**config.mk**
```make
export PLATFORM = sky130hd
export DESIGN_NAME = mem_fill_flat
export DESIGN_NICKNAME = d
export VERILOG_FILES = /design/src/rtl/mem_fill_pkg.sv /design/src/rtl/mem_fill_if.sv /design/src/rtl/mem_fill_pattern.sv /design/src/rtl/mem_fill.sv /design/src/flat_wrapper.sv
export SDC_FILE = /design/constraint.sdc
export NUM_CORES = 1
export LEC_CHECK = 0
export ABC_AREA = 1
export BUFFER_PORTS_ARGS = -buffer_cell sky130_fd_sc_hd__buf_4
export CORE_UTILIZATION = 30
export CTS_BUF_LIST = sky130_fd_sc_hd__clkbuf_4 sky130_fd_sc_hd__clkbuf_8 sky130_fd_sc_hd__clkbuf_16
export CTS_CLUSTER_DIAMETER = 80
export DETAILED_ROUTE_END_ITERATION = 6
export PLACE_DENSITY = 0.56
export SKIP_CTS_REPAIR_TIMING = 1
export SLEW_MARGIN = 10
export SYNTH_ARGS = -nofsm -noshare
export SYNTH_HDL_FRONTEND = slang
export SYNTH_SLANG_ARGS = --single-unit
```
**constraint.sdc**
```tcl
create_clock -name clk -period 3 [get_ports clk]
set_input_delay 0 -clock clk [delete_from_list [all_inputs] [get_ports clk]]
set_output_delay 0 -clock clk [all_outputs]
set_load 0.05 [all_outputs]
```
**src/rtl/mem_fill_pkg.sv**
```systemverilog
// Shared encodings for the mem_fill RAM sequencer: pattern modes, FSM state codes
// and the RAM depth derivation.
package mem_fill_pkg;

    typedef enum logic [1:0] {
        MODE_CONST   = 2'b00,
        MODE_CHECKER = 2'b01,
        MODE_INCR    = 2'b10,
        MODE_RSVD    = 2'b11
    } mode_e;

    typedef logic [2:0] state_t;

    localparam state_t ST_IDLE   = 3'd0;
    localparam state_t ST_FILL   = 3'd1;
    localparam state_t ST_VERIFY = 3'd2;
    localparam state_t ST_DRAIN  = 3'd3;
    localparam state_t ST_FINISH = 3'd4;

    function automatic int unsigned depth_of(input int unsigned addr_w);
        return 32'd1 << addr_w;
    endfunction

endpackage

```
**src/rtl/mem_fill_if.sv**
```systemverilog
// Control and RAM-port bundle of mem_fill. The sequencer uses the slave view; the
// game controller / RAM side uses the master view.
interface mem_fill_if #(
    parameter int ADDR_W = 6,
    parameter int DATA_W = 2
);
    logic              start;
    logic              abort;
    logic [1:0]        mode;
    logic [DATA_W-1:0] fill_a;
    logic [DATA_W-1:0] fill_b;
    logic [ADDR_W-1:0] start_addr;
    logic [ADDR_W-1:0] end_addr;
    logic              verify_en;
    logic              ram_we;
    logic [ADDR_W-1:0] ram_addr;
    logic [DATA_W-1:0] ram_data;
    logic [ADDR_W-1:0] rd_addr;
    logic [DATA_W-1:0] rd_data;
    logic              busy;
    logic              done;
    logic              aborted;
    logic [ADDR_W:0]   err_count;

    modport slave (
        input  start, abort, mode, fill_a, fill_b, start_addr, end_addr, verify_en, rd_data,
        output ram_we, ram_addr, ram_data, rd_addr, busy, done, aborted, err_count
    );

    modport master (
        output start, abort, mode, fill_a, fill_b, start_addr, end_addr, verify_en, rd_data,
        input  ram_we, ram_addr, ram_data, rd_addr, busy, done, aborted, err_count
    );
endinterface

```
**src/rtl/mem_fill_pattern.sv**
```systemverilog
// Combinational fill-pattern generator: maps a cell address to the value the
// selected mode places there. Shared by the write path and the verify compare.
module mem_fill_pattern
    import mem_fill_pkg::*;
#(
    parameter int ADDR_W = 6,
    parameter int DATA_W = 2,
    parameter int COL_W  = 3
) (
    input  logic [ADDR_W-1:0] addr_i,
    input  logic [ADDR_W-1:0] start_addr_i,
    input  logic [1:0]        mode_i,
    input  logic [DATA_W-1:0] fill_a_i,
    input  logic [DATA_W-1:0] fill_b_i,
    output logic [DATA_W-1:0] data_o
);
    logic [ADDR_W-1:0] offs_s;
    logic [DATA_W-1:0] offs_trunc_s;

    assign offs_s       = addr_i - start_addr_i;
    assign offs_trunc_s = DATA_W'(offs_s);

    // Pattern select; the reserved mode falls back to a constant fill.
    always_comb begin
        data_o = fill_a_i;
        case (mode_i)
            MODE_CHECKER: begin
                if ((addr_i[0] ^ addr_i[COL_W]) == 1'b1) begin
                    data_o = fill_b_i;
                end else begin
                    data_o = fill_a_i;
                end
            end
            MODE_INCR: data_o = fill_a_i + offs_trunc_s;
            default:   data_o = fill_a_i;
        endcase
    end

endmodule

```
**src/rtl/mem_fill.sv**
```systemverilog
// Board-state RAM fill sequencer: writes a constant/checker/incrementing pattern
// over an inclusive wrap-around address range, then optionally reads it back.
module mem_fill
    import mem_fill_pkg::*;
#(
    parameter int ADDR_W = 6,
    parameter int DATA_W = 2,
    parameter int COL_W  = 3,
    parameter int RD_LAT = 0
) (
    input logic     clk,
    input logic     rst,
    mem_fill_if.slave bus
);
    localparam logic [ADDR_W:0]   CNT_ONE  = (ADDR_W+1)'(32'd1);
    localparam logic [ADDR_W:0]   ERR_MAX  = (ADDR_W+1)'(depth_of(ADDR_W));
    localparam logic [ADDR_W-1:0] ADDR_ONE = ADDR_W'(32'd1);
    localparam bit                LAT0     = (RD_LAT == 0);

    state_t            state_q, state_d;
    logic [1:0]        mode_q, mode_d;
    logic [DATA_W-1:0] fill_a_q, fill_a_d;
    logic [DATA_W-1:0] fill_b_q, fill_b_d;
    logic [ADDR_W-1:0] start_q, start_d;
    logic              verify_q, verify_d;
    logic [ADDR_W:0]   len_q, len_d;
    logic [ADDR_W:0]   cnt_q, cnt_d;
    logic              ram_we_q, ram_we_d;
    logic [ADDR_W-1:0] ram_addr_q, ram_addr_d;
    logic [DATA_W-1:0] ram_data_q, ram_data_d;
    logic [ADDR_W-1:0] rd_addr_q, rd_addr_d;
    logic [ADDR_W-1:0] rd_dly_q, rd_dly_d;
    logic              cmp_vld_q, cmp_vld_d;
    logic              busy_q, busy_d;
    logic              done_q, done_d;
    logic              aborted_q, aborted_d;
    logic [ADDR_W:0]   err_q, err_d;

    logic              idle_s;
    logic [1:0]        pat_mode_s;
    logic [DATA_W-1:0] pat_a_s;
    logic [DATA_W-1:0] pat_b_s;
    logic [ADDR_W-1:0] pat_start_s;
    logic [ADDR_W-1:0] wr_addr_s;
    logic [DATA_W-1:0] wr_data_s;
    logic [ADDR_W-1:0] exp_addr_s;
    logic [DATA_W-1:0] exp_data_s;
    logic              cmp_en_s;
    logic              abort_hit_s;

    // The first write is prepared on the start edge itself, before the request
    // fields are latched, so the write-side pattern looks at the live inputs in IDLE.
    assign idle_s      = (state_q == ST_IDLE);
    assign pat_mode_s  = idle_s ? bus.mode       : mode_q;
    assign pat_a_s     = idle_s ? bus.fill_a     : fill_a_q;
    assign pat_b_s     = idle_s ? bus.fill_b     : fill_b_q;
    assign pat_start_s = idle_s ? bus.start_addr : start_q;
    assign wr_addr_s   = idle_s ? bus.start_addr : (ram_addr_q + ADDR_ONE);

    // A registered RAM returns data one cycle late, so compare against the
    // address presented in the previous cycle.
    assign exp_addr_s  = LAT0 ? rd_addr_q : rd_dly_q;
    assign cmp_en_s    = LAT0 ? (state_q == ST_VERIFY)
                              : (cmp_vld_q && ((state_q == ST_VERIFY) || (state_q == ST_DRAIN)));
    assign abort_hit_s = bus.abort &&
                         ((state_q == ST_FILL) || (state_q == ST_VERIFY) || (state_q == ST_DRAIN));

    mem_fill_pattern #(.ADDR_W(ADDR_W), .DATA_W(DATA_W), .COL_W(COL_W)) u_wr_pat (
        .addr_i       (wr_addr_s),
        .start_addr_i (pat_start_s),
        .mode_i       (pat_mode_s),
        .fill_a_i     (pat_a_s),
        .fill_b_i     (pat_b_s),
        .data_o       (wr_data_s)
    );

    mem_fill_pattern #(.ADDR_W(ADDR_W), .DATA_W(DATA_W), .COL_W(COL_W)) u_exp_pat (
        .addr_i       (exp_addr_s),
        .start_addr_i (start_q),
        .mode_i       (mode_q),
        .fill_a_i     (fill_a_q),
        .fill_b_i     (fill_b_q),
        .data_o       (exp_data_s)
    );

    // Next-state and registered-output logic for the fill/verify sequence.
    always_comb begin
        state_d    = state_q;
        mode_d     = mode_q;
        fill_a_d   = fill_a_q;
        fill_b_d   = fill_b_q;
        start_d    = start_q;
        verify_d   = verify_q;
        len_d      = len_q;
        cnt_d      = cnt_q;
        ram_we_d   = 1'b0;
        ram_addr_d = ram_addr_q;
        ram_data_d = ram_data_q;
        rd_addr_d  = rd_addr_q;
        rd_dly_d   = rd_addr_q;
        cmp_vld_d  = (state_q == ST_VERIFY);
        busy_d     = busy_q;
        done_d     = 1'b0;
        aborted_d  = 1'b0;
        if (cmp_en_s && (bus.rd_data != exp_data_s) && (err_q != ERR_MAX)) begin
            err_d = err_q + CNT_ONE;
        end else begin
            err_d = err_q;
        end

        case (state_q)
            ST_IDLE: begin
                if (bus.start) begin
                    mode_d     = bus.mode;
                    fill_a_d   = bus.fill_a;
                    fill_b_d   = bus.fill_b;
                    start_d    = bus.start_addr;
                    verify_d   = bus.verify_en;
                    len_d      = {1'b0, bus.end_addr - bus.start_addr} + CNT_ONE;
                    cnt_d      = CNT_ONE;
                    ram_we_d   = 1'b1;
                    ram_addr_d = wr_addr_s;
                    ram_data_d = wr_data_s;
                    busy_d     = 1'b1;
                    err_d      = '0;
                    state_d    = ST_FILL;
                end else begin
                    busy_d = 1'b0;
                end
            end
            ST_FILL: begin
                if (cnt_q == len_q) begin
                    cnt_d = CNT_ONE;
                    if (verify_q) begin
                        rd_addr_d = start_q;
                        state_d   = ST_VERIFY;
                    end else begin
                        busy_d  = 1'b0;
                        done_d  = 1'b1;
                        state_d = ST_FINISH;
                    end
                end else begin
                    cnt_d      = cnt_q + CNT_ONE;
                    ram_we_d   = 1'b1;
                    ram_addr_d = wr_addr_s;
                    ram_data_d = wr_data_s;
                end
            end
            ST_VERIFY: begin
                if (cnt_q == len_q) begin
                    if (LAT0) begin
                        busy_d  = 1'b0;
                        done_d  = 1'b1;
                        state_d = ST_FINISH;
                    end else begin
                        state_d = ST_DRAIN;
                    end
                end else begin
                    cnt_d     = cnt_q + CNT_ONE;
                    rd_addr_d = rd_addr_q + ADDR_ONE;
                end
            end
            ST_DRAIN: begin
                busy_d  = 1'b0;
                done_d  = 1'b1;
                state_d = ST_FINISH;
            end
            ST_FINISH: begin
                state_d = ST_IDLE;
            end
            default: begin
                busy_d  = 1'b0;
                state_d = ST_IDLE;
            end
        endcase

        if (abort_hit_s) begin
            ram_we_d  = 1'b0;
            busy_d    = 1'b0;
            done_d    = 1'b0;
            aborted_d = 1'b1;
            state_d   = ST_IDLE;
        end else begin
            aborted_d = 1'b0;
        end
    end

    // State and output registers with synchronous reset.
    always_ff @(posedge clk) begin
        if (rst) begin
            state_q    <= ST_IDLE;
            mode_q     <= 2'b00;
            fill_a_q   <= '0;
            fill_b_q   <= '0;
            start_q    <= '0;
            verify_q   <= 1'b0;
            len_q      <= '0;
            cnt_q      <= '0;
            ram_we_q   <= 1'b0;
            ram_addr_q <= '0;
            ram_data_q <= '0;
            rd_addr_q  <= '0;
            rd_dly_q   <= '0;
            cmp_vld_q  <= 1'b0;
            busy_q     <= 1'b0;
            done_q     <= 1'b0;
            aborted_q  <= 1'b0;
            err_q      <= '0;
        end else begin
            state_q    <= state_d;
            mode_q     <= mode_d;
            fill_a_q   <= fill_a_d;
            fill_b_q   <= fill_b_d;
            start_q    <= start_d;
            verify_q   <= verify_d;
            len_q      <= len_d;
            cnt_q      <= cnt_d;
            ram_we_q   <= ram_we_d;
            ram_addr_q <= ram_addr_d;
            ram_data_q <= ram_data_d;
            rd_addr_q  <= rd_addr_d;
            rd_dly_q   <= rd_dly_d;
            cmp_vld_q  <= cmp_vld_d;
            busy_q     <= busy_d;
            done_q     <= done_d;
            aborted_q  <= aborted_d;
            err_q      <= err_d;
        end
    end

    assign bus.ram_we    = ram_we_q;
    assign bus.ram_addr  = ram_addr_q;
    assign bus.ram_data  = ram_data_q;
    assign bus.rd_addr   = rd_addr_q;
    assign bus.busy      = busy_q;
    assign bus.done      = done_q;
    assign bus.aborted   = aborted_q;
    assign bus.err_count = err_q;

endmodule

```
**src/flat_wrapper.sv**
```systemverilog
// flat-port wrapper written by rule: the top's interface ports become plain ports
module mem_fill_flat import mem_fill_pkg::*;
#(
    parameter int ADDR_W = 6,
    parameter int DATA_W = 2,
    parameter int COL_W  = 3,
    parameter int RD_LAT = 0
)
  (clk, rst, bus_start, bus_abort, bus_mode, bus_fill_a, bus_fill_b, bus_start_addr, bus_end_addr, bus_verify_en, bus_rd_data, bus_ram_we, bus_ram_addr, bus_ram_data, bus_rd_addr, bus_busy, bus_done, bus_aborted, bus_err_count);
  mem_fill_if #(.ADDR_W(ADDR_W), .DATA_W(DATA_W)) bus_i ();
  input logic clk;
  input logic rst;
  input wire logic [$bits(bus_i.start)-1:0] bus_start;
  input wire logic [$bits(bus_i.abort)-1:0] bus_abort;
  input wire logic [$bits(bus_i.mode)-1:0] bus_mode;
  input wire logic [$bits(bus_i.fill_a)-1:0] bus_fill_a;
  input wire logic [$bits(bus_i.fill_b)-1:0] bus_fill_b;
  input wire logic [$bits(bus_i.start_addr)-1:0] bus_start_addr;
  input wire logic [$bits(bus_i.end_addr)-1:0] bus_end_addr;
  input wire logic [$bits(bus_i.verify_en)-1:0] bus_verify_en;
  input wire logic [$bits(bus_i.rd_data)-1:0] bus_rd_data;
  output wire logic [$bits(bus_i.ram_we)-1:0] bus_ram_we;
  output wire logic [$bits(bus_i.ram_addr)-1:0] bus_ram_addr;
  output wire logic [$bits(bus_i.ram_data)-1:0] bus_ram_data;
  output wire logic [$bits(bus_i.rd_addr)-1:0] bus_rd_addr;
  output wire logic [$bits(bus_i.busy)-1:0] bus_busy;
  output wire logic [$bits(bus_i.done)-1:0] bus_done;
  output wire logic [$bits(bus_i.aborted)-1:0] bus_aborted;
  output wire logic [$bits(bus_i.err_count)-1:0] bus_err_count;
  assign bus_i.start = bus_start;
  assign bus_i.abort = bus_abort;
  assign bus_i.mode = bus_mode;
  assign bus_i.fill_a = bus_fill_a;
  assign bus_i.fill_b = bus_fill_b;
  assign bus_i.start_addr = bus_start_addr;
  assign bus_i.end_addr = bus_end_addr;
  assign bus_i.verify_en = bus_verify_en;
  assign bus_i.rd_data = bus_rd_data;
  assign bus_ram_we = bus_i.ram_we;
  assign bus_ram_addr = bus_i.ram_addr;
  assign bus_ram_data = bus_i.ram_data;
  assign bus_rd_addr = bus_i.rd_addr;
  assign bus_busy = bus_i.busy;
  assign bus_done = bus_i.done;
  assign bus_aborted = bus_i.aborted;
  assign bus_err_count = bus_i.err_count;
  mem_fill #(.ADDR_W(ADDR_W), .DATA_W(DATA_W), .COL_W(COL_W), .RD_LAT(RD_LAT)) u_core (.clk(clk), .rst(rst), .bus(bus_i));
endmodule
```
==> results_dict.tcl, run 1 <==
set metrics [dict create \
    status "finished with violations" \
    violations "negative hold slack" \
    hold_violations 1 \
    avgSynthCellArea_um2 7.08 \
    ctsLongestPathBuffers 2 \
    gp_congestion 0.806 \
    core_area_um2 10900 \
    die_width_um 108 \
    cts_tree "built" \
    start_util 0.310 \
    drive_gt1_frac 0.165 \
    globalRouteTotalUtil 0.151 \
    finalCritPeriodShare 0.850 \
    grt_max_degree 21 \
    syn_nets 524 \
    antenna_found_initial 0 \
    grt_pass1_vias 3048 \
    min_path_type "input pin to flip-flop" \
    max_slew_margin 0.623 \
    nets 583 \
    clock-sinks 55 \
    grt_overflow 0 \
    via_count 3180 \
    clk_latency_ns 0.29 \
    powerDensity_nw_per_um2 588 \
    utilization 0.380 \
    ant_nets 0 \
    synth-seq-area-share 0.325 \
    end_kind "flip-flop" \
    syn_inst 479 \
    fillers 1180 \
    cts.reportedPaths.clkPinSlew_ns 0.07 \
    numCtsBuffers 5 \
    area_delta_synth_final_pct 22.7 \
    layout_common_cells "nand2_1 (107), inv_1 (68), dfxtp_1 (55)" \
    critPathMaxFanout 19 \
    ctsHtreeMaxLevel 2 \
    via_per_inst 4.69 \
    vdd_drop_max_mv 0.240 \
    ys.flop_type "dfxtp_1" \
    die_h_um 108 \
    skew_ns 0.00502 \
    cap_violations 0 \
    root_buffer "clkbuf_16" \
    ios 50 \
    rows 38 \
    num_antenna_cells 0 \
    firstDrtPassIters 4 \
    synth_edf_count 0 \
    max_clock_freq_ghz 0.392 \
    synth.distinct_cells 42 \
    grt_pass1_wl_um 14100 \
    worst_pin_slew_ns 0.561 \
    startpoint_type "flip-flop" \
    io_buffers 49 \
    critical_path_class "flip-flop to flip-flop" \
    drc 0 \
    wl_per_cell_um 12.3 \
    netlist_area_um2 3390 \
    hold_ws_ns -0.0290 \
    ys_ff_latch 55 \
    yosysWarnings 0 \
    rsz0062_at_grt "no" \
    wl_um 8330 \
    period_needed_ns 2.55 \
    setup_tns_ns 0 \
    die-area_um2 11700 \
    drt_iter0_drc 125 \
    final_common_cell "nand2_1" \
    setup_viol_count_final 0 \
    hpwlAfterDp_um 6560 \
    drv_slew 0 \
    leakage_uw 0.00190 \
    async_reset_ff_frac 0 \
    cp.required_ns 3.19 \
    crit_arrival_ns 2.74 \
]
synthesized netlist by cell type (3+ instances only):
cell type	count	area, µm²
nand3_1	29	145
nor4_1	3	18.8
xnor2_1	14	123
o21ai_1	6	30.0
or2_2	3	18.8
nor2_1	25	93.8
o21ai_0	43	215
buf_2	3	15.0
a31oi_1	6	37.5
nor2_2	3	18.8
a21oi_1	26	130
o22ai_1	4	25.0
ha_1	19	238
clkbuf_1	4	15.0
inv_2	6	22.5
inv_1	68	255
nor3_1	7	35.0
nand2_1	107	402
dfxtp_1	55	1100
xor2_1	12	105
nand4_1	8	50.1
power by group:
part	switching (µW)	total [µW]	internal, µW	leakage, µW
Combinational	582	906	324	0.00138
Sequential	74.3	884	810	0.000450
Clock	266	655	390	0.0000759
Total	922	2450	1520	0.00190
state kept, by name, summed over array words and instances, names as in the netlist:
signal / count
u_core.bus.aborted: 1
u_core.bus.busy: 1
u_core.bus.done: 1
u_core.bus.err_count: 7
u_core.bus.ram_addr: 6
u_core.bus.ram_data: 2
u_core.bus.ram_we: 1
u_core.bus.rd_addr: 6
u_core.cnt_q: 7
u_core.fill_a_q: 2
u_core.fill_b_q: 2
u_core.len_q: 7
u_core.mode_q: 2
u_core.start_q: 6
u_core.state_q: 3
u_core.verify_q: 1
final timing paths:
path                                   startpoint                      to  slack (ns)  depth (start not counted)
worst min-delay path                bus_fill_b[0]      u_core.fill_b_q[0]       -0.03                          3
worst max-delay path            u_core.state_q[0]  u_core.bus.ram_data[1]        0.45                         17
worst min register to register    u_core.len_q[6]         u_core.len_q[6]        0.47                          2
worst max register to register  u_core.state_q[0]  u_core.bus.ram_data[1]        0.45                         17
metal layers:
layer / share of wire / routed length (µm) / vias to the layer above / GRT usage
met4: 0.0098 / 82 / 0 / 0.0415
met5: 0 / 0 / - / 0
met3: 0.049 / 404 / 7 / 0.0289
met2: 0.45 / 3720 / 64 / 0.251
li1: - / - / 1676 / -
met1: 0.49 / 4120 / 1433 / 0.200
worst max-delay path, stage by stage, from the launching register on:
cell,delay [ns]
dfxtp_1,0.37
nor2_4,0.22
nand2_8,0.14
or2_4,0.27
o21ai_0,0.08
inv_1,0.06
ha_1,0.26
inv_1,0.03
ha_1,0.18
xnor2_1,0.20
xor2_1,0.21
nand2b_1,0.08
nand3_1,0.07
nand2_1,0.06
nand2_1,0.06
nand3_1,0.06
nand2_1,0.07
inv_1,0.03
metrics by stage:
step | power, µW | cell area [µm²] | worst slack, ns | cells
finish | 2450 | 4160 | 0.450 | 678
detailed placement | 1800 | 3910 | 0.445 | 662
global placement | 1780 | 3910 | 0.573 | 662
CTS | 2470 | 4070 | 0.431 | 669
global route | 2620 | 4160 | 0.205 | 678
floorplan | 1570 | 3390 | 0.580 | 479
cell families after synthesis:
logic type | synth area share
AOI/OAI and AO/OA | 0.158
xor gates and xnor gates | 0.0672
adders and majority gates | 0.0760
buffers and inverters | 0.0978
DFF | 0.325
and+or+nand+nor | 0.276
layout make-up:
class                      instances  area (µm²)  share of cell area
inverter                          76         290              0.0698
tap                              140         175              0.0421
sequential                        55        1100               0.265
clock buffer                       5         125              0.0301
timing repair buffer              60         473               0.114
clock inverter                     2        37.5             0.00903
multi-input combinational        340        1960               0.471
Power figures use the tool's default switching activity.
==> inputs of run 2 (changes only) <==
- clock period: 3 -> 2.5 ns (I/O delays scaled with it)
==> run 2 against run 1 <==
The run still ends with negative hold slack left. Register-to-register slack lost 0.32 ns. Sequential power grew 20%. Worst setup slack lost 0.32 ns. First-iteration DRC count grew 19%. Worst hold slack gained 0.026 ns. Global-route usage shrank 0.15 points. Die area is the same. Cell area grew 2.6%. Clock power grew 16%. Power grew 21%. Combinational power grew 26%.
==> results_dict.tcl, run 2 (synthesized netlist as in run 1, its figures left out) <==
set metrics [dict create \
    gp_congestion 0.798 \
    violations "negative hold slack" \
    powerDensity_nw_per_um2 694 \
    root_buffer "clkbuf_16" \
    grt_overflow 0 \
    die-area_um2 11700 \
    r2r_end "u_core.bus.ram_data[1]" \
    grt_max_degree 20 \
    critPathTopFamily "simple AND/OR/NAND/NOR gates" \
    drive_gt1_frac 0.193 \
    place_area_um2 3930 \
    startpoint_type "flip-flop" \
    cp.buffers_inverters 3 \
    via_count 3228 \
    grt_pass1_vias 2943 \
    layout_common_cells "nand2_1 (107), inv_1 (68), buf_4 (59)" \
    reg2reg_from "u_core.state_q[1]" \
    ant_nets 0 \
    cap_violations 0 \
    cp_cell_sequence "nor2_4 -> nand2_8 -> or2_4 -> o21ai_2 -> inv_1 -> ha_1 -> inv_1 -> ha_2 -> xnor2_2 -> xor2_2 -> nand2b_1 -> nand3_1 -> nand2_1 -> nand2_1 -> nand3_1 -> nand2_1 -> inv_1" \
    fillers 1168 \
    dp_slack_ns 0.0563 \
    grt_pass1_wl_um 13800 \
    via_per_inst 4.69 \
    holdPathEnd "u_core.bus.ram_addr[4]" \
    wl_um 8540 \
    skew_ns 0.00898 \
    cts_tree "built" \
    status "finished with violations" \
    setup_tns_ns 0 \
    area_delta_synth_final_pct 25.9 \
    wl_per_cell_um 12.4 \
    end_kind "flip-flop" \
    cts.reportedPaths.clkPinSlew_ns 0.08 \
    worst_pin_slew_ns 0.508 \
    vdd_drop_max_mv 0.326 \
    max_slew_margin 0.658 \
    stdcell_area_um2 4270 \
    clock-sinks 55 \
    numCtsBuffers 5 \
    cp_num_cells 17 \
    rsz0062_at_grt "yes" \
    reg2reg_slack_ns 0.13 \
    fin_ws_ns 0.132 \
    worstHoldStart "bus_start_addr[4]" \
    hold_violations 1 \
    final_common_cell "nand2_1" \
    nets 593 \
    crit_slowest_cell "dfxtp_4" \
    min_path_type "input pin to flip-flop" \
    crit_arrival_ns 2.57 \
    leakage_uw 0.00196 \
    period_needed_ns 2.37 \
    finalCritPeriodShare 0.947 \
    hold_depth 3 \
    ios 50 \
    critical_path_class "flip-flop to flip-flop" \
    die_width_um 108 \
    firstDrtPassIters 5 \
    drc 0 \
    hpwlAfterDp_um 6720 \
    ctsLongestPathBuffers 2 \
    num_antenna_cells 0 \
    reg2reg_depth 17 \
    globalRouteTotalUtil 0.150 \
    start_util 0.310 \
    critPathMaxFanout 5 \
    max_clock_freq_ghz 0.422 \
    drv_slew 0 \
    clk_latency_ns 0.30 \
    slowest_delay_ns 0.36 \
    cp.required_ns 2.70 \
    hold_ws_ns -0.00256 \
    io_buffers 49 \
    core_area_um2 10900 \
    p_total_uw 2960 \
    drt_iter0_drc 149 \
    setup_viol_count_final 0 \
    ctsHtreeMaxLevel 2 \
    antenna_found_initial 0 \
    die_h_um 108 \
    rows 38 \
]
==> run 2: cell count changes in the layout (fill, tap and decap cells not counted), moves of 2 or more <==
cell	delta
buf_4	+8
dlygate4sd3_1	+2
dfxtp_2	+2
dfxtp_1	-3
==> run 2: worst max path at each step <==
stage / start / end / slack, ns
after floorplan: u_core.bus.rd_addr[0] / u_core.bus.err_count[4] / 0.08
after global placement: u_core.state_q[0] / u_core.bus.ram_data[1] / 0.13
after detailed placement: u_core.state_q[0] / u_core.bus.ram_data[1] / 0.06
after CTS: u_core.state_q[0] / u_core.bus.ram_data[1] / 0.03
after global routing: u_core.state_q[1] / u_core.bus.ram_data[1] / -0.08
final: u_core.state_q[1] / u_core.bus.ram_data[1] / 0.13
==> run 2: cell type report <==
cell class | instances | area (µm²) | share of cell area
Clock buffer | 6 | 139 | 0.0325
Timing Repair Buffer | 70 | 553 | 0.130
Sequential cell | 55 | 1110 | 0.259
Tap cell | 140 | 175 | 0.0410
Clock inverter | 2 | 20.0 | 0.00469
Inverter | 76 | 290 | 0.0680
Multi-Input combinational cell | 340 | 1980 | 0.465
==> run 2: power breakdown <==
part | internal (µW) | leakage, µW | switching (µW)
logic | 429 | 0.00143 | 712
registers | 972 | 0.000452 | 90.5
clock network | 409 | 0.0000790 | 351
total | 1810 | 0.00196 | 1150
==> run 2: tightest hold or removal path, delay by kind of cell <==
family                 cells  cell delay [ns]
AND/OR/NAND/NOR            1             0.06
buffers and inverters      1             0.12
AO/OA/AOI/OAI              1             0.07
==> run 2: per-stage QoR <==
stage                      util  std cells
after global placement    0.359        665
after detailed placement  0.359        665
after floorplan               -        479
after global routing      0.390        689
after CTS                 0.374        673
final                     0.390        689
==> run 2: routing by layer <==
layer / track usage / up-vias / share of wire
li1: - / 1702 / -
met5: 0 / - / 0
met4: 0.0405 / 0 / 0.010
met1: 0.197 / 1465 / 0.48
met2: 0.248 / 54 / 0.46
met3: 0.0307 / 7 / 0.042
